File: src/rtl/prmcu_uart_rx_fifo.sv
// UART receive path: 2-flop synchronizer, oversampled majority-vote receiver with a
// runtime frame format, and a first-word-fall-through FIFO with sticky overrun.
module prmcu_uart_rx_fifo #(
    parameter int FIFO_DEPTH = 16,
    parameter int OVERSAMPLE = 16,
    parameter int DIV_W      = 16
) (
    input  logic                              clk,
    input  logic                              rst,
    input  logic                              rx_en,
    input  logic [3:0]                        n_data_bits_i,
    input  logic [1:0]                        parity_mode_i,
    input  logic [1:0]                        n_stop_bits_i,
    input  logic [DIV_W-1:0]                  baud_div_i,
    input  logic                              rx_i,
    output logic [8:0]                        out_dat_o,
    output logic [2:0]                        out_err_o,
    output logic                              out_vld_o,
    input  logic                              out_rdy_i,
    output logic                              overrun_o,
    input  logic                              clr_ovr_i,
    output logic                              busy_o,
    output logic [$clog2(FIFO_DEPTH+1)-1:0]   fifo_level_o,
    output logic [2:0]                        dbg_state_o
);

    localparam int HALF = OVERSAMPLE / 2;
    localparam int OSW  = $clog2(OVERSAMPLE);
    localparam int AW   = $clog2(FIFO_DEPTH);
    localparam int LW   = $clog2(FIFO_DEPTH + 1);

    localparam logic [OSW-1:0] OS_LAST = OSW'(OVERSAMPLE - 1);
    localparam logic [OSW-1:0] SMP0    = OSW'(HALF - 1);
    localparam logic [OSW-1:0] SMP1    = OSW'(HALF);
    localparam logic [OSW-1:0] SMP2    = OSW'(HALF + 1);
    localparam logic [LW-1:0]  FULL_LVL = LW'(FIFO_DEPTH);

    localparam logic [2:0] S_IDLE      = 3'd0;
    localparam logic [2:0] S_START     = 3'd1;
    localparam logic [2:0] S_DATA      = 3'd2;
    localparam logic [2:0] S_PARITY    = 3'd3;
    localparam logic [2:0] S_STOP      = 3'd4;
    localparam logic [2:0] S_WAIT_HIGH = 3'd5;

    logic             rx_s1, rx_s2, rx_prev;
    logic [2:0]       state;
    logic [DIV_W-1:0] div_q, div_cnt, div_m;
    logic [OSW-1:0]   os_cnt;
    logic [3:0]       nd_q, bit_cnt;
    logic             par_en_q, par_odd_q, stop2_q, stop_cnt;
    logic             samp0, samp1;
    logic [8:0]       data_sr;
    logic             par_acc, all_zero, par_err, frm_err;

    logic             start_edge, in_frame, tick, decide, maj, last_stop, push;
    logic [11:0]      push_word;

    always_ff @(posedge clk) begin
        if (!rst) begin
            rx_s1   <= 1'b1;
            rx_s2   <= 1'b1;
            rx_prev <= 1'b1;
        end else begin
            rx_s1   <= rx_i;
            rx_s2   <= rx_s1;
            rx_prev <= rx_s2;
        end
    end

    always_comb begin
        start_edge = (state == S_IDLE) & rx_en & rx_prev & ~rx_s2;
        in_frame   = (state == S_START) | (state == S_DATA) |
                     (state == S_PARITY) | (state == S_STOP);
        div_m      = (div_q == '0) ? DIV_W'(1) : div_q;
        tick       = in_frame & (div_cnt == div_m - DIV_W'(1));
        decide     = tick & (os_cnt == SMP2);
        // Third vote is the live sample taken on the decision tick itself.
        maj        = (samp0 & samp1) | (samp0 & rx_s2) | (samp1 & rx_s2);
        last_stop  = ~stop2_q | stop_cnt;
        push       = rx_en & decide & (state == S_STOP) & last_stop;
        push_word  = {all_zero & ~maj, frm_err | ~maj, par_err, data_sr};
    end

    always_ff @(posedge clk) begin
        if (!rst) begin
            state     <= S_IDLE;
            div_q     <= '0;
            div_cnt   <= '0;
            os_cnt    <= '0;
            nd_q      <= 4'd8;
            bit_cnt   <= '0;
            par_en_q  <= 1'b0;
            par_odd_q <= 1'b0;
            stop2_q   <= 1'b0;
            stop_cnt  <= 1'b0;
            samp0     <= 1'b1;
            samp1     <= 1'b1;
            data_sr   <= '0;
            par_acc   <= 1'b0;
            all_zero  <= 1'b1;
            par_err   <= 1'b0;
            frm_err   <= 1'b0;
        end else if (!rx_en) begin
            state <= S_IDLE;
        end else begin
            case (state)
                S_IDLE: begin
                    if (start_edge) begin
                        state     <= S_START;
                        div_q     <= baud_div_i;
                        div_cnt   <= '0;
                        os_cnt    <= '0;
                        nd_q      <= (n_data_bits_i >= 4'd5 && n_data_bits_i <= 4'd9) ?
                                     n_data_bits_i : 4'd8;
                        par_en_q  <= (parity_mode_i == 2'd1) | (parity_mode_i == 2'd2);
                        par_odd_q <= (parity_mode_i == 2'd2);
                        stop2_q   <= (n_stop_bits_i >= 2'd2);
                        bit_cnt   <= '0;
                        stop_cnt  <= 1'b0;
                        data_sr   <= '0;
                        par_acc   <= 1'b0;
                        all_zero  <= 1'b1;
                        par_err   <= 1'b0;
                        frm_err   <= 1'b0;
                    end
                end
                S_WAIT_HIGH: begin
                    if (rx_s2) state <= S_IDLE;
                end
                default: begin
                    if (tick) begin
                        div_cnt <= '0;
                        os_cnt  <= (os_cnt == OS_LAST) ? '0 : os_cnt + OSW'(1);
                        if (os_cnt == SMP0) samp0 <= rx_s2;
                        if (os_cnt == SMP1) samp1 <= rx_s2;
                    end else begin
                        div_cnt <= div_cnt + DIV_W'(1);
                    end
                    if (decide) begin
                        case (state)
                            S_START: state <= maj ? S_IDLE : S_DATA;
                            S_DATA: begin
                                data_sr[bit_cnt] <= maj;
                                par_acc          <= par_acc ^ maj;
                                all_zero         <= all_zero & ~maj;
                                bit_cnt          <= bit_cnt + 4'd1;
                                if (bit_cnt == nd_q - 4'd1)
                                    state <= par_en_q ? S_PARITY : S_STOP;
                            end
                            S_PARITY: begin
                                par_err  <= (maj != (par_odd_q ? ~par_acc : par_acc));
                                all_zero <= all_zero & ~maj;
                                state    <= S_STOP;
                            end
                            default: begin
                                if (!maj) frm_err <= 1'b1;
                                all_zero <= all_zero & ~maj;
                                if (last_stop) state <= maj ? S_IDLE : S_WAIT_HIGH;
                                else           stop_cnt <= 1'b1;
                            end
                        endcase
                    end
                end
            endcase
        end
    end

    logic [11:0]   mem [FIFO_DEPTH];
    logic [AW-1:0] wr_ptr, rd_ptr;
    logic [LW-1:0] level;
    logic          ovr, pop, full, push_ok;
    logic [11:0]   head;

    always_comb begin
        pop     = (level != '0) & out_rdy_i;
        full    = (level == FULL_LVL);
        // A same-cycle pop frees the slot, so a push into a full FIFO still lands.
        push_ok = push & (~full | pop);
        head    = mem[rd_ptr];
    end

    always_ff @(posedge clk) begin
        if (push_ok) mem[wr_ptr] <= push_word;
    end

    always_ff @(posedge clk) begin
        if (!rst) begin
            wr_ptr <= '0;
            rd_ptr <= '0;
            level  <= '0;
            ovr    <= 1'b0;
        end else begin
            if (push_ok) wr_ptr <= wr_ptr + AW'(1);
            if (pop)     rd_ptr <= rd_ptr + AW'(1);
            case ({push_ok, pop})
                2'b10:   level <= level + LW'(1);
                2'b01:   level <= level - LW'(1);
                default: level <= level;
            endcase
            if (push & ~push_ok) ovr <= 1'b1;
            else if (clr_ovr_i)  ovr <= 1'b0;
        end
    end

    assign out_dat_o    = head[8:0];
    assign out_err_o    = head[11:9];
    assign out_vld_o    = (level != '0);
    assign fifo_level_o = level;
    assign overrun_o    = ovr;
    assign busy_o       = (state != S_IDLE);
    assign dbg_state_o  = state;

endmodule

File: config.mk
export PLATFORM = sky130hd
export DESIGN_NAME = prmcu_uart_rx_fifo
export DESIGN_NICKNAME = d
export VERILOG_FILES = /design/src/rtl/prmcu_uart_rx_fifo.sv
export SDC_FILE = /design/constraint.sdc
export NUM_CORES = 1
export LEC_CHECK = 0
export CAP_MARGIN = 40
export CELL_PAD_IN_SITES_DETAIL_PLACEMENT = 1
export CELL_PAD_IN_SITES_GLOBAL_PLACEMENT = 1
export CORE_UTILIZATION = 39
export CTS_CLUSTER_SIZE = 28
export DETAILED_ROUTE_END_ITERATION = 10
export HOLD_SLACK_MARGIN = 0.12
export PLACE_DENSITY = 0.66
export SLEW_MARGIN = 40
export SYNTH_ARGS = -nofsm -noshare
export SYNTH_HDL_FRONTEND = slang
export SYNTH_SLANG_ARGS = --single-unit
File: constraint.sdc
create_clock -name clk -period 6.64 [get_ports clk]
set_input_delay 0.664 -clock clk [delete_from_list [all_inputs] [get_ports clk]]
set_output_delay 0.664 -clock clk [all_outputs]
set_load 0.05 [all_outputs]
==> flow_summary.toml, run 1 <==
[status]
status = "finished clean"

[synth]
synth_edf_count = 192
syn_area_um2 = 12200
syn_inst = 878
synth_top_flop_cell = "edfxtp_1"
async_flop_share_pct = 0
netlist.area_leader.share_pct = 47.4
synth-seq-cells = 279
synth.area.top_cells = "edfxtp_1 47%, dfxtp_1 14%, mux4_2 11%, nand2_1 2.7%, ha_1 2.0%"
synth_area_leader_cell = "edfxtp_1"
seq_area_frac_synth_pct = 61.7
syn_nets = 928
synthDistinctLibCells = 68
ys_warn_count = 0
postSynthAreaPerCell_um2 = 13.9

[clock_tree]
cts_tree = "done"
clk_pin_slew_ps = 60
clock-sinks = 279
postCtsHoldBufs = 0
postCtsSetupBuffers = 0
clk_latency_ps = 570
clk_path_buf_depth = 3
numCtsBuffers = 31
ctsResizeCount = 0
cts-root-buf = "clkbuf_16"
h-tree-depth = 1

[placed_design]
post-place-cells = 1301
place_congestion = 0.783
dp_hpwl_um = 18200
placed_area_um2 = 13200
port_buffers = 51
place_ws_ps = 1680

[global_route]
first_global_vias = 7913
antenna_found_initial = 0
grt_max_degree = 49
grt-ovfl-total = 0
grtUsageTotal_pct = 18.2
grt_pass1_wl_um = 44500

[die]
die_h_um = 179
core_um2 = 30700
io_pins = 53
die_area_um2 = 31900
fp.dieW_um = 179
start_util_pct = 39.7
core.rowCount = 64

[timing]
tightest_slew_ps = 825
rsz0062_at_grt = "no"
slew_headroom_pct = 45.0
post-route-period-util_pct = 73.3
setup_viol = 0
period_minus_slack_ps = 4860
fin_tns_setup_ps = 0
hold_violations = 0
setup_slack_ps = 1780
fmax_ghz = 0.206
drv_slew = 0
skew_ps = 12.0

[power]
powerDensity_nw_per_um2 = 252
leakagePower_nw = 5.12
vdd.ir_drop.worst_v = 0.000184

[worst_setup_path]
path_cells = "nor4_4, a41o_1, inv_1, ha_1, or3b_2, nor4_1, xnor2_1, nand4_1, or4b_1, nor4_2, buf_4, nand2_1, nor2_1, buf_4"
regToRegSetupSlack_ps = 1780
worstSetupPathType = "flop to flop"
cp_slowest_cell = "or4b_1"
crit_path_max_incr_delay_ps = 630
critPathRequiredTime_ps = 6900
cp_common_cell = "buf_4"
start_kind = "flop"
critical_path.max_fanout = 18
critPathArrivalTime_ps = 5120
endpoint_kind = "flop"

[finish]
finalInstanceArea_um2 = 14100
final_cell_count_no_fill = 1358
antennaDiodeCount = 0
drive_gt1_share_pct = 15.5
area_growth_pct = 16.3
layout.nets = 988

[run]
maxCapViolations = 0

[drt]
wl_per_cell_um = 20.6
drt.antenna.violating_nets = 0
drt_wl_total_um = 28000
drtIter0Drc = 408
viasPerCell = 5.48
drc = 0
drt-pass1-iter-count = 5
num_vias = 7440

[worst_hold_path]
hp-class = "flop to flop"
==> cells in the mapped netlist, drive strengths merged (5+ instances only) <==
cell type,number
buf,13
nand3,24
nand4,12
o31ai,6
xnor2,27
nor4,11
a21oi,43
dfxtp,87
nor3,18
nor3b,7
or4,9
o21ai,9
nand2,87
or3,5
xor2,18
edfxtp,192
a41oi,12
nor2b,10
mux4,60
mux2i,13
a21o,14
and3,14
inv,22
nand2b,7
nor2,54
ha,19
clkbuf,29
==> registers in the layout (all words and copies together) (netlist names), 3 cells and up, named ones only <==
signal	flops
nd_q	4
data_sr	9
div_cnt	16
fifo_level_o	5
dbg_state_o	3
wr_ptr	4
os_cnt	4
bit_cnt	4
div_q	16
mem	192
rd_ptr	4
==> cells by family after synthesis <==
group	synth area share, %
buf+inv	2.21
fa+ha+maj	2.20
mux	12.2
flops	61.7
simple gates	11.9
compound gates	6.56
xor+xnor	3.24
==> metrics by stage <==
step                hold slack, ps  utilization [%]  power, mW
detailed placement             397             43.0       2.01
floorplan                      386                -       1.97
finish                         408             46.1       3.56
global placement               392             42.8       2.01
global route                   447             46.1       3.68
CTS                            411             46.1       3.60
==> cell type report <==
| type | count | area (um^2) |
|---|---|---|
| Fill cell | 3062 | 16500 |
| Tap cell | 396 | 495 |
| Clock buffer | 41 | 813 |
| Clock inverter | 16 | 136 |
| Inverter | 23 | 86.3 |
| Timing Repair Buffer | 69 | 671 |
| Sequential cell | 279 | 7510 |
| Multi-Input combinational cell | 534 | 4420 |
==> critical path, delay by kind of cell, from the launching register on <==
family          cells  cell delay (ps)
simple gates        8             2650
buf+inv             3              670
flops               1              520
compound gates      1              290
xor+xnor            1              210
fa+ha+maj           1              190
==> report_power, final <==
group          switching (mW)  internal, mW  total, mW
clock network           0.689         0.906       1.59
logic                  0.0699        0.0552      0.125
registers             0.00633          1.84       1.84
==> final timing paths <==
check | from | to | cells after the start
worst max register to register | div_q[5]$_SDFFE_PN0P_ | mem[12][5]$_DFFE_PP_ | 14
worst max-delay path | div_q[5]$_SDFFE_PN0P_ | mem[12][5]$_DFFE_PP_ | 14
worst min-delay path | rx_s1$_SDFF_PN1_ | rx_s2$_SDFF_PN1_ | 1
worst min register to register | rx_s1$_SDFF_PN1_ | rx_s2$_SDFF_PN1_ | 1
==> routing by layer <==
metal,wire length [um],GRT usage [%],part of all wire (%),vias up
met5,0,0,0,-
met4,538,4.41,1.9,0
met3,929,2.45,3.3,42
met2,13500,30.7,48,128
met1,13000,24.9,47,3792
li1,-,-,-,3478
==> placed cells by master (no fill, tap or decap), drive strengths merged, types with 4 or more instances in the layout <==
cell type / count
clkbuf: 41
nand4: 12
edfxtp: 192
o31ai: 6
nor2b: 10
o21ai: 9
mux2i: 13
or4: 9
mux4: 60
a211oi: 4
or3: 5
a41oi: 12
xor2: 18
clkinv: 12
a21o: 14
nand3b: 4
ha: 19
xnor2: 27
clkdlybuf4s50: 51
nand3: 24
dfxtp: 87
nor3b: 7
buf: 18
nor4: 11
nor3: 18
a21oi: 43
nand2: 87
nand2b: 7
o21a: 4
inv: 23
nor2: 54
and3: 14
o211ai: 4
Note: power is estimated with default switching activity, not from simulation.
==> inputs of run 2 (changes only) <==
clock period = 4.7 ns   (was 6.64 ns; I/O delays follow)
==> flow_summary.toml, run 2 (synthesis gave the netlist of run 1 again) <==
[finish]
fin_util_pct = 47.0
drive_gt1_share_pct = 18.0
antennaDiodeCount = 0
fillers = 3086
multi_input_area_um2 = 4430
largest_register_ffs = 192
top_register = "mem"
layout.nets = 1009
top_regs = "mem x192, div_cnt x16, div_q x16"
area_growth_pct = 18.5
seqCellArea_um2 = 7520
final_common_cell = "edfxtp_1"
final_cell_count_no_fill = 1380
layout_common_cells = "192 x edfxtp_1, 86 x nand2_1, 79 x dfxtp_1, 60 x mux4_2, 53 x nor2_1"

[global_route]
grt-ovfl-total = 0
grt_pass1_wl_um = 45700
antenna_found_initial = 0
grtUsageTotal_pct = 18.9
grt_max_degree = 38
first_global_vias = 7876

[worst_setup_path]
regToRegStartpoint = "div_q[10]$_SDFFE_PN0P_"
cp_top_family = "simple AND/OR/NAND/NOR gates"
cp_slowest_cell = "or4b_1"
path_cells = "nor4_4, a41o_1, inv_1, ha_1, or3b_2, nor4_1, xnor2_1, nand4_1, or4b_1, nor4_2, buf_4, nand2_1, nor3_2, buf_4"
critPathLaunch = "div_q[10]$_SDFFE_PN0P_"
crit_path_max_incr_delay_ps = 670
endpoint_kind = "flop"
critPathRequiredTime_ps = 4960
crit_buf_inv = 3
cp_common_cell = "buf_4"
worstSetupPathType = "flop to flop"
start_kind = "flop"
critPathArrivalTime_ps = 4560
critical_path.max_fanout = 18

[die]
die_h_um = 179
die_area_um2 = 31900
start_util_pct = 39.7
core.rowCount = 64
fp.dieW_um = 179
io_pins = 53
core_um2 = 30700

[timing]
tightest_slew_ps = 739
setup_viol = 0
period_minus_slack_ps = 4310
fin_tns_setup_ps = 0
setup_slack_ps = 394
rsz0062_at_grt = "no"
slew_headroom_pct = 50.6
whs_ps = 431
skew_ps = 14.0
drv_slew = 0
post-route-period-util_pct = 91.6
fmax_ghz = 0.232
hold_violations = 0

[clock_tree]
clock-sinks = 279
numCtsBuffers = 31
h-tree-depth = 1
clk_pin_slew_ps = 60
postCtsHoldBufs = 0
clk_latency_ps = 570
cts_tree = "done"
clk_path_buf_depth = 3
cts-root-buf = "clkbuf_16"

[status]
status = "finished clean"

[power]
leakagePower_nw = 5.30
vdd.ir_drop.worst_v = 0.000246
powerDensity_nw_per_um2 = 367

[drt]
drt-pass1-iter-count = 4
wl_per_cell_um = 21.1
drc = 0
drt.antenna.violating_nets = 0
drt_wl_total_um = 29200
drtIter0Drc = 432
num_vias = 7525
viasPerCell = 5.45

[worst_hold_path]
min_from = "rx_s1$_SDFF_PN1_"
hp-class = "flop to flop"

[placed_design]
place_congestion = 0.777
post-place-cells = 1322
place_ws_ps = 266
dp_hpwl_um = 19100
port_buffers = 51

[run]
maxCapViolations = 0
==> run 2: changes by cell type in the layout (fill, tap and decap cells not counted), moves of 3 or more <==
cell       delta
buf_4        +22
bufinv_16     +4
clkbuf_1      -3
clkbuf_8      +3
clkinv_4      -3
dfxtp_1       -4
dfxtp_2       +4
==> run 2: final timing paths <==
kind	endpoint	slack, ps	cells past startpoint
max	mem[0][5]$_DFFE_PP_	390	14
min	rx_s2$_SDFF_PN1_	430	1
max reg2reg	mem[0][5]$_DFFE_PP_	390	14
min reg2reg	rx_s2$_SDFF_PN1_	430	1
==> run 2: stage by stage <==
| stage | power (mW) | area, um^2 |
|---|---|---|
| 6_report | 5.29 | 14400 |
| 5_1_grt | 5.46 | 14400 |
| 4_1_cts | 5.36 | 14400 |
| 3_5_place_dp | 2.84 | 13300 |
| 3_3_place_gp | 2.84 | 13300 |
| 2_1_floorplan | 2.78 | 12200 |
==> run 2: repair_timing <==
action,in CTS,in global routing
buffers inserted,0,0
gates resized for setup,0,5
setup endpoints to repair,0,1
==> run 2: final cells by class <==
| class | instances | area share (%) |
|---|---|---|
| Sequential cell | 279 | 52.2 |
| Clock buffer | 41 | 5.85 |
| Multi-Input combinational cell | 534 | 30.7 |
| Clock inverter | 17 | 1.55 |
| Timing Repair Buffer | 90 | 5.66 |
| Tap cell | 396 | 3.44 |
| Inverter | 23 | 0.599 |
==> run 2: metal layers <==
metal / vias up / track usage, % / routed length [um]
met5: - / 0 / 0
met3: 42 / 2.64 / 1230
met2: 129 / 32.6 / 14500
li1: 3537 / - / -
met4: 0 / 4.10 / 509
met1: 3817 / 25.1 / 12900
==> run 2: power breakdown <==
| part | switching, mW | total (mW) | internal, mW |
|---|---|---|---|
| clock network | 0.968 | 2.50 | 1.53 |
| logic | 0.105 | 0.184 | 0.0794 |
| registers | 0.00786 | 2.61 | 2.60 |
| total | 1.08 | 5.29 | 4.21 |
==> inputs of run 3 (changes only) <==
CORE_UTILIZATION = 45   (was 39)
GPL_TIMING_DRIVEN = 0   (was default)
PLACE_DENSITY = 0.74   (was 0.66)
==> flow_summary.toml, run 3 (synthesis gave the netlist of run 1 again) <==
[clock_tree]
clock-sinks = 279
cts-root-buf = "clkbuf_16"
clk_latency_ps = 560
clk_path_buf_depth = 3
h-tree-depth = 1
numCtsBuffers = 29
cts_tree = "done"
clk_pin_slew_ps = 60
postCtsHoldBufs = 0

[die]
core_um2 = 26300
die_area_um2 = 27700
core.rowCount = 59
io_pins = 53
fp.dieW_um = 166
start_util_pct = 46.3
die_h_um = 166

[timing]
tightest_slew_ps = 876
setup_viol = 0
rsz0062_at_grt = "no"
slew_headroom_pct = 41.6
post-route-period-util_pct = 96.3
hold_violations = 0
period_minus_slack_ps = 4520
fmax_ghz = 0.221
drv_slew = 0
skew_ps = 13.0

[worst_setup_path]
worstSetupPathType = "flop to flop"
critPathRequiredTime_ps = 4890
critPathArrivalTime_ps = 4710
cp_common_cell = "nor4_4"
cp_top_family = "simple AND/OR/NAND/NOR gates"
crit_path_max_incr_delay_ps = 810
start_kind = "flop"
cp_slowest_cell = "and3_1"
critical_path.max_fanout = 12
crit_buf_inv = 2
path_cells = "nor4_4, a41o_1, inv_1, ha_1, or3b_2, nor4_2, xnor2_1, nand4_1, or4b_1, buf_2, nor4_4, and3_1"
endpoint_kind = "flop"

[placed_design]
place_congestion = 0.806
port_buffers = 50
dp_hpwl_um = 20600
placed_area_um2 = 13200
post-place-cells = 1263

[global_route]
antenna_found_initial = 0
grtUsageTotal_pct = 23.3
grt_max_degree = 19
first_global_vias = 8399
grt_pass1_wl_um = 48800
grt-ovfl-total = 0

[finish]
fillers = 2592
layout.nets = 1019
largest_register_ffs = 192
top_register = "mem"
drive_gt1_share_pct = 18.6
layout_common_cells = "192 x edfxtp_1, 87 x nand2_1, 76 x dfxtp_1, 60 x mux4_2"
final_cell_count_no_fill = 1327
top_regs = "mem x192, div_cnt x16, div_q x16"
area_growth_pct = 19.0
antennaDiodeCount = 0
finalInstanceArea_um2 = 14500
final_common_cell = "edfxtp_1"

[drt]
drt.antenna.violating_nets = 0
drc = 1
drt_wl_total_um = 31400
num_vias = 7862
viasPerCell = 5.92
drt-pass1-iter-count = 8
drtIter0Drc = 526
wl_per_cell_um = 23.7

[power]
pwr-share-clk_pct = 47.0
switchingPower_mw = 1.13
p_seq_share_pct = 49.3
vdd.ir_drop.worst_v = 0.000265
powerDensity_nw_per_um2 = 365
leakagePower_nw = 5.26
sw_frac_of_total_pct = 21.5
intPower_mw = 4.15
p_comb_share_pct = 3.7

[worst_hold_path]
hp-class = "input port to flop"

[run]
maxCapViolations = 0

[status]
status = "complete, but fails checks"
violations = "DRC"
==> run 3: path summary, 6_finish.rpt <==
kind	endpoint	slack (ps)	cells past startpoint	startpoint
worst max register to register	mem[8][4]$_DFFE_PP_	180	12	div_q[4]$_SDFFE_PN0P_
worst min register to register	rx_s2$_SDFF_PN1_	430	1	rx_s1$_SDFF_PN1_
worst max-delay path	mem[8][4]$_DFFE_PP_	180	12	div_q[4]$_SDFFE_PN0P_
worst min-delay path	dbg_state_o[0]$_SDFFE_PN0P_	340	3	rx_en
==> run 3: tightest hold or removal path: stages <==
cell and delay (ps):
clkbuf_1 180, nand3_1 130, o32ai_1 80
==> run 3: final cells by class <==
cell class / instances / area (um^2) / share of cell area (%)
inverter: 23 / 86.3 / 0.596
clock buffer: 37 / 826 / 5.70
multi-input combinational: 534 / 4530 / 31.3
tap: 335 / 419 / 2.90
timing repair buffer: 62 / 691 / 4.77
clock inverter: 17 / 219 / 1.51
buffer: 40 / 186 / 1.29
sequential: 279 / 7520 / 51.9
==> run 3: per-stage QoR <==
step | setup TNS (ps) | setup slack, ps | total power, mW | util, % | hold slack (ps)
3_5_place_dp | -80090 | -600 | 2.85 | 50.1 | 419
5_1_grt | 0 | 5.06 | 5.41 | 55.1 | 370
2_1_floorplan | 0 | 114 | 2.78 | - | 386
4_1_cts | 0 | 24.3 | 5.31 | 54.9 | 328
3_3_place_gp | -152160 | -1070 | 2.84 | 49.9 | 416
6_report | 0 | 175 | 5.29 | 55.1 | 344
==> run 3: routing by layer <==
metal | track usage (%) | up-vias | routed length, um
li1 | - | 3556 | -
met1 | 30.3 | 4024 | 13400
met2 | 40.7 | 232 | 15900
met3 | 3.05 | 50 | 1490
met4 | 6.60 | 0 | 711
met5 | 0 | - | 0
==> run 3: repair_timing <==
action	in CTS	in global routing
gates resized for setup	12	18
setup buffers	12	0
pin swaps	9	2
setup endpoints to repair	194	202
==> run 3: power by group through the flow <==
stage / clock network (mW) / registers [mW] / logic (mW)
global placement: 0 / 2.66 / 0.183
CTS: 2.51 / 2.61 / 0.193
finish: 2.49 / 2.61 / 0.195
detailed placement: 0 / 2.66 / 0.190
global route: 2.60 / 2.61 / 0.212
floorplan: 0 / 2.66 / 0.122
